`config.mk`:
```
export PLATFORM = sky130hd
export DESIGN_NAME = ex_branch
export DESIGN_NICKNAME = d
export VERILOG_FILES = /design/src/rtl/ex_branch.sv
export SDC_FILE = /design/constraint.sdc
export NUM_CORES = 1
export LEC_CHECK = 0
export CAP_MARGIN = 0
export CORE_MARGIN = 2
export CORE_UTILIZATION = 50
export CTS_BUF_LIST = sky130_fd_sc_hd__clkbuf_4 sky130_fd_sc_hd__clkbuf_8
export DETAILED_ROUTE_END_ITERATION = 8
export GPL_TIMING_DRIVEN = 1
export PLACE_DENSITY = 0.86
export SYNTH_ARGS = -nofsm -noshare
export SYNTH_HDL_FRONTEND = slang
export SYNTH_SLANG_ARGS = --single-unit
```
`constraint.sdc`:
```
create_clock -name clk -period 3.6 [get_ports clk]
set_input_delay 0.36 -clock clk [delete_from_list [all_inputs] [get_ports clk]]
set_output_delay 0.36 -clock clk [all_outputs]
set_load 0.005 [all_outputs]
```
`src/rtl/ex_branch.sv`:
```
// Branch execution stage: resolves branch/jump conditions, hands the next PC to fetch
// over a valid/ready redirect, and broadcasts the JAL/JALR link value.
module ex_branch #(
   parameter int dataWidth  = 32,
   parameter int addrWidth  = 32,
   parameter int tagWidth   = 4,
   parameter int newopWidth = 6,
   parameter int TAG_FREE   = 0
) (
   input  logic                  clk,
   input  logic                  rst,
   input  logic                  rdy,
   input  logic                  ex_branch_en,
   input  logic [dataWidth-1:0]  exsrc1_in,
   input  logic [dataWidth-1:0]  exsrc2_in,
   input  logic [addrWidth-1:0]  expc_in,
   input  logic [newopWidth-1:0] exaluop_in,
   input  logic [addrWidth-1:0]  exoffset_in,
   input  logic [tagWidth-1:0]   exdst_tag_in,
   output logic                  in_ready,
   output logic                  redirect_valid,
   output logic [addrWidth-1:0]  redirect_pc,
   output logic                  redirect_taken,
   input  logic                  redirect_ready,
   output logic                  wb_en,
   output logic [tagWidth-1:0]   wb_tag,
   output logic [dataWidth-1:0]  wb_data,
   output logic                  err_overrun
);

   typedef enum logic [0:0] {
      IDLE = 1'b0,
      HOLD = 1'b1
   } state_t;

   localparam logic [newopWidth-1:0] OP_JAL  = newopWidth'(1);
   localparam logic [newopWidth-1:0] OP_JALR = newopWidth'(2);
   localparam logic [newopWidth-1:0] OP_BEQ  = newopWidth'(3);
   localparam logic [newopWidth-1:0] OP_BNE  = newopWidth'(4);
   localparam logic [newopWidth-1:0] OP_BLT  = newopWidth'(5);
   localparam logic [newopWidth-1:0] OP_BGE  = newopWidth'(6);
   localparam logic [newopWidth-1:0] OP_BLTU = newopWidth'(7);
   localparam logic [newopWidth-1:0] OP_BGEU = newopWidth'(8);
   localparam logic [tagWidth-1:0]   TAG_FREE_V = tagWidth'(TAG_FREE);

   state_t               state_r, state_s;
   logic [addrWidth-1:0] redirect_pc_r, redirect_pc_s;
   logic                 redirect_taken_r, redirect_taken_s;
   logic                 wb_en_r, wb_en_s;
   logic [tagWidth-1:0]  wb_tag_r, wb_tag_s;
   logic [dataWidth-1:0] wb_data_r, wb_data_s;
   logic                 err_overrun_r, err_overrun_s;

   logic                 accept_s;
   logic                 is_jump_s;
   logic                 is_branch_s;
   logic                 cond_s;
   logic [addrWidth-1:0] seq_s;
   logic [addrWidth-1:0] br_target_s;
   logic [addrWidth-1:0] jalr_target_s;

   assign seq_s         = expc_in + addrWidth'(4);
   assign br_target_s   = expc_in + exoffset_in;
   assign jalr_target_s = (addrWidth'(exsrc1_in) + exoffset_in) & ~addrWidth'(1);

   // Decode the op class and evaluate the branch condition.
   always_comb begin
      is_jump_s   = 1'b0;
      is_branch_s = 1'b0;
      cond_s      = 1'b0;
      case (exaluop_in)
         OP_JAL, OP_JALR: is_jump_s = 1'b1;
         OP_BEQ: begin
            is_branch_s = 1'b1;
            cond_s      = (exsrc1_in == exsrc2_in);
         end
         OP_BNE: begin
            is_branch_s = 1'b1;
            cond_s      = (exsrc1_in != exsrc2_in);
         end
         OP_BLT: begin
            is_branch_s = 1'b1;
            cond_s      = ($signed(exsrc1_in) < $signed(exsrc2_in));
         end
         OP_BGE: begin
            is_branch_s = 1'b1;
            cond_s      = ($signed(exsrc1_in) >= $signed(exsrc2_in));
         end
         OP_BLTU: begin
            is_branch_s = 1'b1;
            cond_s      = (exsrc1_in < exsrc2_in);
         end
         OP_BGEU: begin
            is_branch_s = 1'b1;
            cond_s      = (exsrc1_in >= exsrc2_in);
         end
         default: begin
            is_jump_s   = 1'b0;
            is_branch_s = 1'b0;
            cond_s      = 1'b0;
         end
      endcase
   end

   assign accept_s = ex_branch_en && (state_r == IDLE) && rdy;

   // Next-state and next-output computation; everything holds while rdy is low.
   always_comb begin
      state_s          = state_r;
      redirect_pc_s    = redirect_pc_r;
      redirect_taken_s = redirect_taken_r;
      wb_en_s          = wb_en_r;
      wb_tag_s         = wb_tag_r;
      wb_data_s        = wb_data_r;
      err_overrun_s    = err_overrun_r;
      if (rdy) begin
         wb_en_s   = 1'b0;
         wb_tag_s  = TAG_FREE_V;
         wb_data_s = {dataWidth{1'b0}};
         // An issue while busy is dropped; the pending redirect is untouched.
         if (ex_branch_en && (state_r == HOLD)) begin
            err_overrun_s = 1'b1;
         end else begin
            err_overrun_s = err_overrun_r;
         end
         case (state_r)
            IDLE: begin
               if (accept_s && (is_jump_s || is_branch_s)) begin
                  state_s = HOLD;
                  if (is_jump_s) begin
                     redirect_taken_s = 1'b1;
                     redirect_pc_s    = (exaluop_in == OP_JALR) ? jalr_target_s : br_target_s;
                     if (exdst_tag_in != TAG_FREE_V) begin
                        wb_en_s   = 1'b1;
                        wb_tag_s  = exdst_tag_in;
                        wb_data_s = dataWidth'(seq_s);
                     end else begin
                        wb_en_s = 1'b0;
                     end
                  end else begin
                     redirect_taken_s = cond_s;
                     redirect_pc_s    = cond_s ? br_target_s : seq_s;
                  end
               end else begin
                  state_s = IDLE;
               end
            end
            HOLD: begin
               if (redirect_ready) begin
                  state_s = IDLE;
               end else begin
                  state_s = HOLD;
               end
            end
            default: state_s = IDLE;
         endcase
      end else begin
         state_s = state_r;
      end
   end

   // State and output registers with synchronous reset.
   always_ff @(posedge clk) begin
      if (rst) begin
         state_r          <= IDLE;
         redirect_pc_r    <= {addrWidth{1'b0}};
         redirect_taken_r <= 1'b0;
         wb_en_r          <= 1'b0;
         wb_tag_r         <= TAG_FREE_V;
         wb_data_r        <= {dataWidth{1'b0}};
         err_overrun_r    <= 1'b0;
      end else begin
         state_r          <= state_s;
         redirect_pc_r    <= redirect_pc_s;
         redirect_taken_r <= redirect_taken_s;
         wb_en_r          <= wb_en_s;
         wb_tag_r         <= wb_tag_s;
         wb_data_r        <= wb_data_s;
         err_overrun_r    <= err_overrun_s;
      end
   end

   assign in_ready       = (state_r == IDLE);
   assign redirect_valid = (state_r == HOLD);
   assign redirect_pc    = redirect_pc_r;
   assign redirect_taken = redirect_taken_r;
   assign wb_en          = wb_en_r;
   assign wb_tag         = wb_tag_r;
   assign wb_data        = wb_data_r;
   assign err_overrun    = err_overrun_r;

endmodule

```
==> results of run 1 <==
-- synth_stat cells (4+ instances only) --
cell,count,share of area (%)
a2111oi_0,4,0.46
a211o_1,4,0.46
a211oi_1,14,1.4
a21boi_0,5,0.49
a21o_1,23,2.3
a21oi_1,92,6.1
a221oi_1,9,1.0
a222oi_1,8,1.1
a22oi_1,40,4.0
a31oi_1,16,1.3
and2_1,13,1.1
and3_1,11,0.91
and4_1,6,0.69
buf_2,4,0.26
clkbuf_1,30,1.5
dfxtp_1,72,19
ha_1,94,15
inv_1,50,2.5
mux2i_1,11,1.4
nand2_1,86,4.2
nand2b_1,8,0.66
nand3_1,26,1.7
nand4_1,17,1.4
nor2_1,100,4.9
nor2b_1,8,0.66
nor3_1,19,1.3
nor4_1,4,0.33
o211ai_1,10,0.99
o21a_1,10,0.99
o21ai_0,55,3.6
o22ai_1,7,0.58
or3_1,7,0.58
xnor2_1,49,5.6
xor2_1,37,4.3
-- state kept, by name, summed over array words and instances (netlist names) --
register / cells
err_overrun: 1
redirect_pc: 32
redirect_taken: 1
redirect_valid: 1
wb_data: 32
wb_en: 1
wb_tag: 4
-- final timing paths --
| path | from | end | depth (start not counted) |
|---|---|---|---|
| max | exsrc1_in[31] | redirect_pc[31] | 13 |
| max reg2reg | redirect_valid | redirect_pc[28] | 8 |
| min reg2reg | redirect_pc[9] | redirect_pc[9] | 2 |
| min | redirect_pc[9] | redirect_pc[9] | 2 |
-- power by group --
group	internal [mW]	switching, mW
registers	0.805	0.00621
clock network	0.416	0.314
logic	0.566	0.635
total	1.79	0.955
-- cell usage in the layout (no fill, tap or decap), types with 11 or more instances in the layout --
master / netlist / routed
clkdlybuf4s50_1: 0 / 214
mux2i_1: 11 / 11
nand4_1: 17 / 17
a21o_1: 23 / 23
a22oi_1: 40 / 40
nand3_1: 26 / 26
nor2_1: 100 / 99
xnor2_1: 49 / 49
a21oi_1: 92 / 92
and3_1: 11 / 11
inv_1: 50 / 50
nor3_1: 19 / 18
o21ai_0: 55 / 54
and2_1: 13 / 13
buf_4: 1 / 85
ha_1: 94 / 94
a31oi_1: 16 / 16
xor2_1: 37 / 37
a211oi_1: 14 / 14
dfxtp_1: 72 / 72
nand2_1: 86 / 86
-- worst min-delay path: stages (launching register included) --
cell,delay (ps)
dfxtp_1,310
nand2_1,50
a21oi_1,50
-- kinds of logic after synthesis --
family                   share of synthesized area (%)
AO/OA/AOI/OAI                                     29.2
multiplexers                                      1.74
AND/OR/NAND/NOR                                   19.8
XOR/XNOR                                          9.91
adder cells (fa/ha/maj)                           16.0
buffers and inverters                             4.36
flip-flops                                        19.0
-- through the flow --
stage / worst slack (ps) / instance area, µm² / power, mW
global route: 103 / 10700 / 2.88
floorplan: 771 / 7600 / 1.49
CTS: 353 / 10700 / 2.72
finish: 306 / 10700 / 2.74
global placement: 110 / 10500 / 1.98
detailed placement: 9.99 / 10500 / 2.00
-- metal layers --
metal / up-vias / wire (µm) / part of all wire (%) / track usage, %
li1: 4274 / - / - / -
met1: 4102 / 12000 / 44 / 45.5
met2: 525 / 11900 / 44 / 51.0
met3: 71 / 2500 / 9.2 / 5.36
met4: 0 / 715 / 2.6 / 10.3
met5: - / 0 / 0 / 0
-- final cells by class --
class / count / share of cell area (%)
clock buffer: 11 / 1.35
tap: 188 / 2.19
timing repair buffer: 300 / 26.0
inverter: 51 / 1.79
multi-input combinational: 844 / 54.5
sequential: 72 / 13.4
clock inverter: 5 / 0.747
==> run metrics, run 1 <==
number of global-route vias before repair 8429; DR pass1 iterations 7; post-route insts no fill 1471; EDFF count, synth 0; Mapped Nets 1241; Cells after Synth 1002; register area share after synthesis 19.0%; CTS Hold Bufs 0; crit path DAT 3570 ps; post_cts resized 0; CP max-delay cell clkdlybuf4s50_1; final hold slack 463 ps; Final ANT Viol Nets 0; Die Wd 127 µm; Critical Path RT 3880 ps; worst-path cell chain clkdlybuf4s50_1, ha_1, nand4_1, and4bb_1, nand2_1, o21ai_0, nor4_1, nor3_1, nor3_2, buf_4, and2_1, a2111o_1, a211oi_2; # IOs 216; setup TNS 0 ps; worst slew pin tran 1030 ps; WL final 27100 µm; multi-input gate area in the final layout 5840 µm²; Clock Tree Root clkbuf_8; flops & latches, synth 72; latest clock arrival within the worst-skew pair 360 ps; status completed; Startpoint Class input port; Slew Viols, Final 0; setup bufs post-CTS 0; part of the cycle the worst path needs 91.5%; count of cell types in the netlist 76; Total Routing Usage GR 32.5%; Inserted Diodes 0; reg-to-reg setup timing slack 1560 ps; largest delay contributor family on the critical path simple AND/OR/NAND/NOR gates; Core ar. 15000 µm²; pin count of the biggest net entering global routing 33; Pwr Density 256 nW/µm²; Fin Clk Skew 11.2 ps; syn avg cell area 7.59 µm²; Final Core Density 71.3%; CTS Buf Count 9; DP HPWL 22700 µm; Syn Std Cell Area 7600 µm²; critical path endpoint category flip-flop; Final min period 3290 ps; Synth Flop Type dfxtp_1; worst hold path class flip-flop to flip-flop; wire per inst 18.4 µm; Peak Freq 0.304 GHz; layout cell share with drive strength beyond 1 9.28%; Port Buffers 215; endpoints failing hold 0; Synthesis Warnings 0; Peak supply drop 0.153 mV; Crit Path Category input port to flip-flop; Post-route DRC 0; initial drt markers 838; detail-routed via count per cell 6.10; clk slew on worst S/H paths 70 ps; DIE HEIGHT 127 µm; Final setup viols 0; DP Cell Count 1455; leak pwr 4.45 nW; RSZ-0062 raised after global routing no; first-pass GRT wire length 42500 µm; antenna violations before repair 0; clk sink count 72; crit path max fanout 7; max_slew headroom 31.0%; total of fill cells in the finished design 1233; H-tree depth 3; crit-path max cell delay 490 ps; Starting Density 50.6%; # rows 45; FF/Latch Area 1440 µm²; CTS tree built; Synth-to-Final Area Change 41.0%; max_cap viols 0; grt total ovfl 0; Post-synth ARST share 0%; NumNets Final 1517; vias 8972; Total Die Area 16200 µm²; gpl congestion 1.00; CP Buf/Inv Count 2; deepest clock path buffer count 2
No activity file was read; power rests on OpenSTA's default activity.
==> run 2: changes to the inputs <==
Settings changed: CELL_PAD_IN_SITES_DETAIL_PLACEMENT set to 2, CELL_PAD_IN_SITES_GLOBAL_PLACEMENT set to 2, CORE_UTILIZATION 50 to 28, CTS_BUF_LIST sky130_fd_sc_hd__clkbuf_4 sky130_fd_sc_hd__clkbuf_8 to sky130_fd_sc_hd__clkbuf_4, PLACE_DENSITY 0.86 to 0.87.
==> run 2 against run 1 <==
Register-to-register slack worse by 220 ps. Highest routed layer unchanged. Utilization is 30 points lower. Die area rose by 76%. Non-clock buffer count rose by 35. Largest power group unchanged. Power fell by 1.1%.
==> run metrics, run 2 (synthesis results as in run 1) <==
status completed; DP Cell Count 1643 (+13%); CTS Hold Bufs 0 (unchanged); # IOs 216 (unchanged); worst hold path class input port to flip-flop; gpl congestion 0.901 (-10%); Final setup viols 0 (unchanged); endpoints failing hold 0 (unchanged); Final ANT Viol Nets 0 (unchanged); reg-to-reg setup timing slack 1340 ps (-220 ps); part of the cycle the worst path needs 98.1% (+6.6 points); clk slew on worst S/H paths 130 ps (+60 ps); DIE HEIGHT 169 µm (+33%); Peak supply drop 0.114 mV (-25%); Synth-to-Final Area Change 46.6%; hold_sp rst; layout cell share with drive strength beyond 1 11.8% (+2.6 points); vias 9565 (+6.6%); antenna violations before repair 5 (+5); Post-route DRC 0 (unchanged); Total Die Area 28500 µm² (+76%); leak pwr 4.60 nW (+3.2%); Startpoint Class input port; launch point of the worst reg-to-reg path redirect_valid; initial drt markers 631 (-25%); WL final 39500 µm (+46%); crit path DAT 3870 ps (+300 ps); post_cts resized 0 (unchanged); CTS tree built; clk sink count 72 (unchanged); Fin Clk Skew 15.6 ps (+4.36 ps); first-pass GRT wire length 60300 µm (+42%); commonest non-fill, non-tap cell in the layout clkdlybuf4s50_1; crit path max fanout 8 (+1); Clock Tree Root clkbuf_4; latest clock arrival within the worst-skew pair 460 ps (+100 ps); Peak Freq 0.283 GHz (-6.7%); wire per inst 23.7 µm (+29%); terminus of the critical flop-to-flop path redirect_pc[28]; Total Routing Usage GR 26.9% (-5.5 points); Reg2Reg Depth 8 (unchanged); Port Buffers 215 (unchanged); critical path endpoint category flip-flop; Die Wd 169 µm (+33%); detail-routed via count per cell 5.75 (-5.8%); deepest clock path buffer count 2 (unchanged); pin count of the biggest net entering global routing 31 (-6.1%); setup bufs post-CTS 0 (unchanged); DR pass1 iterations 8 (+1); final hold slack 371 ps (-92.6 ps); Crit Path Category input port to flip-flop; most frequent cells in the layout clkdlybuf4s50_1 (214), buf_4 (117), nor2_1 (99); hold depth 2 (unchanged); H-tree depth 3 (unchanged); # rows 60 (+33%); Post-Place Setup Slack -329 ps (-339 ps); DP HPWL 33000 µm (+46%); Core ar. 26800 µm² (+78%); number of global-route vias before repair 10465 (+24%); Slew Viols, Final 0 (unchanged); worst slew pin tran 833 ps (-201 ps); post-route insts no fill 1664 (+13%); NumNets Final 1552 (+2.3%); max_slew headroom 44.4% (+13 points); Pwr Density 243 nW/µm² (-4.8%); Critical Path RT 3940 ps (+60 ps); CTS Buf Count 9 (unchanged); Worst Hold End wb_tag[2]; grt total ovfl 0 (unchanged); Starting Density 28.4% (-22 points); max_cap viols 0 (unchanged); Final WS setup 70.0 ps (-236 ps); Final min period 3530 ps (+236 ps)
==> run 2: cell count changes in the layout (fill, tap and decap cells not counted), sizes merged <==
cell | previous run | this run
clkbuf | 11 | 10
diode | 0 | 5
buf | 86 | 121
bufinv | 2 | 1
clkinv | 2 | 4
==> run 2: worst max-delay path by stage <==
| stage | from | to | slack, ps | cells past startpoint |
|---|---|---|---|---|
| 2_1_floorplan | exsrc1_in[5] | redirect_pc[30] | 770 | 11 |
| 3_3_place_gp | exsrc1_in[31] | redirect_pc[30] | -4 | 14 |
| 3_5_place_dp | exsrc1_in[2] | redirect_pc[30] | -330 | 12 |
| 4_1_cts | exsrc1_in[2] | redirect_pc[30] | 100 | 12 |
| 5_1_grt | exsrc1_in[31] | redirect_pc[0] | -30 | 14 |
| 6_report | exsrc1_in[23] | redirect_pc[0] | 70 | 13 |
==> run 2: final cells by class <==
type | instances | area, µm²
fill | 3053 | 15700
multi-input combinational | 844 | 5850
tap | 341 | 427
clock inverter | 6 | 60.1
sequential | 72 | 1440
clock buffer | 10 | 75.1
antenna | 5 | 12.5
timing repair buffer | 335 | 3090
inverter | 51 | 191
==> run 2: power by group <==
group          total [mW]  switching [mW]  internal (mW)  leakage, nW
Sequential          0.812         0.00637          0.806        0.581
Clock               0.543           0.328          0.215       0.0722
Combinational        1.36           0.750          0.607         3.94
==> run 2: metrics by stage <==
| stage | total power, mW | utilization (%) | TNS (ps) | instance area, µm² |
|---|---|---|---|---|
| 6_report | 2.71 | 41.6 | 0 | 11100 |
| 5_1_grt | 2.85 | 41.6 | -56.0 | 11100 |
| 4_1_cts | 2.68 | 41.5 | 0 | 11100 |
| 3_5_place_dp | 2.14 | 41.0 | -3900 | 11000 |
| 3_3_place_gp | 2.07 | 41.0 | -4.37 | 11000 |
| 2_1_floorplan | 1.49 | - | 0 | 7600 |
==> run 2: per-layer routing <==
layer	wire length [µm]	global-route usage (%)	vias to the layer above
met1	16800	33.9	4749
met3	1950	2.71	104
met5	0	0	-
met4	1640	11.5	0
li1	-	-	4352
met2	19100	46.7	360
==> run 2: critical path: stages <==
cell	delay [ps]
clkdlybuf4s50_1	500
ha_1	370
and4_1	230
and4bb_1	270
and2_1	190
o31a_1	130
nor4_1	360
nor3_1	140
nor3_2	300
buf_4	230
and2_1	310
a221oi_1	150
nor3_1	340
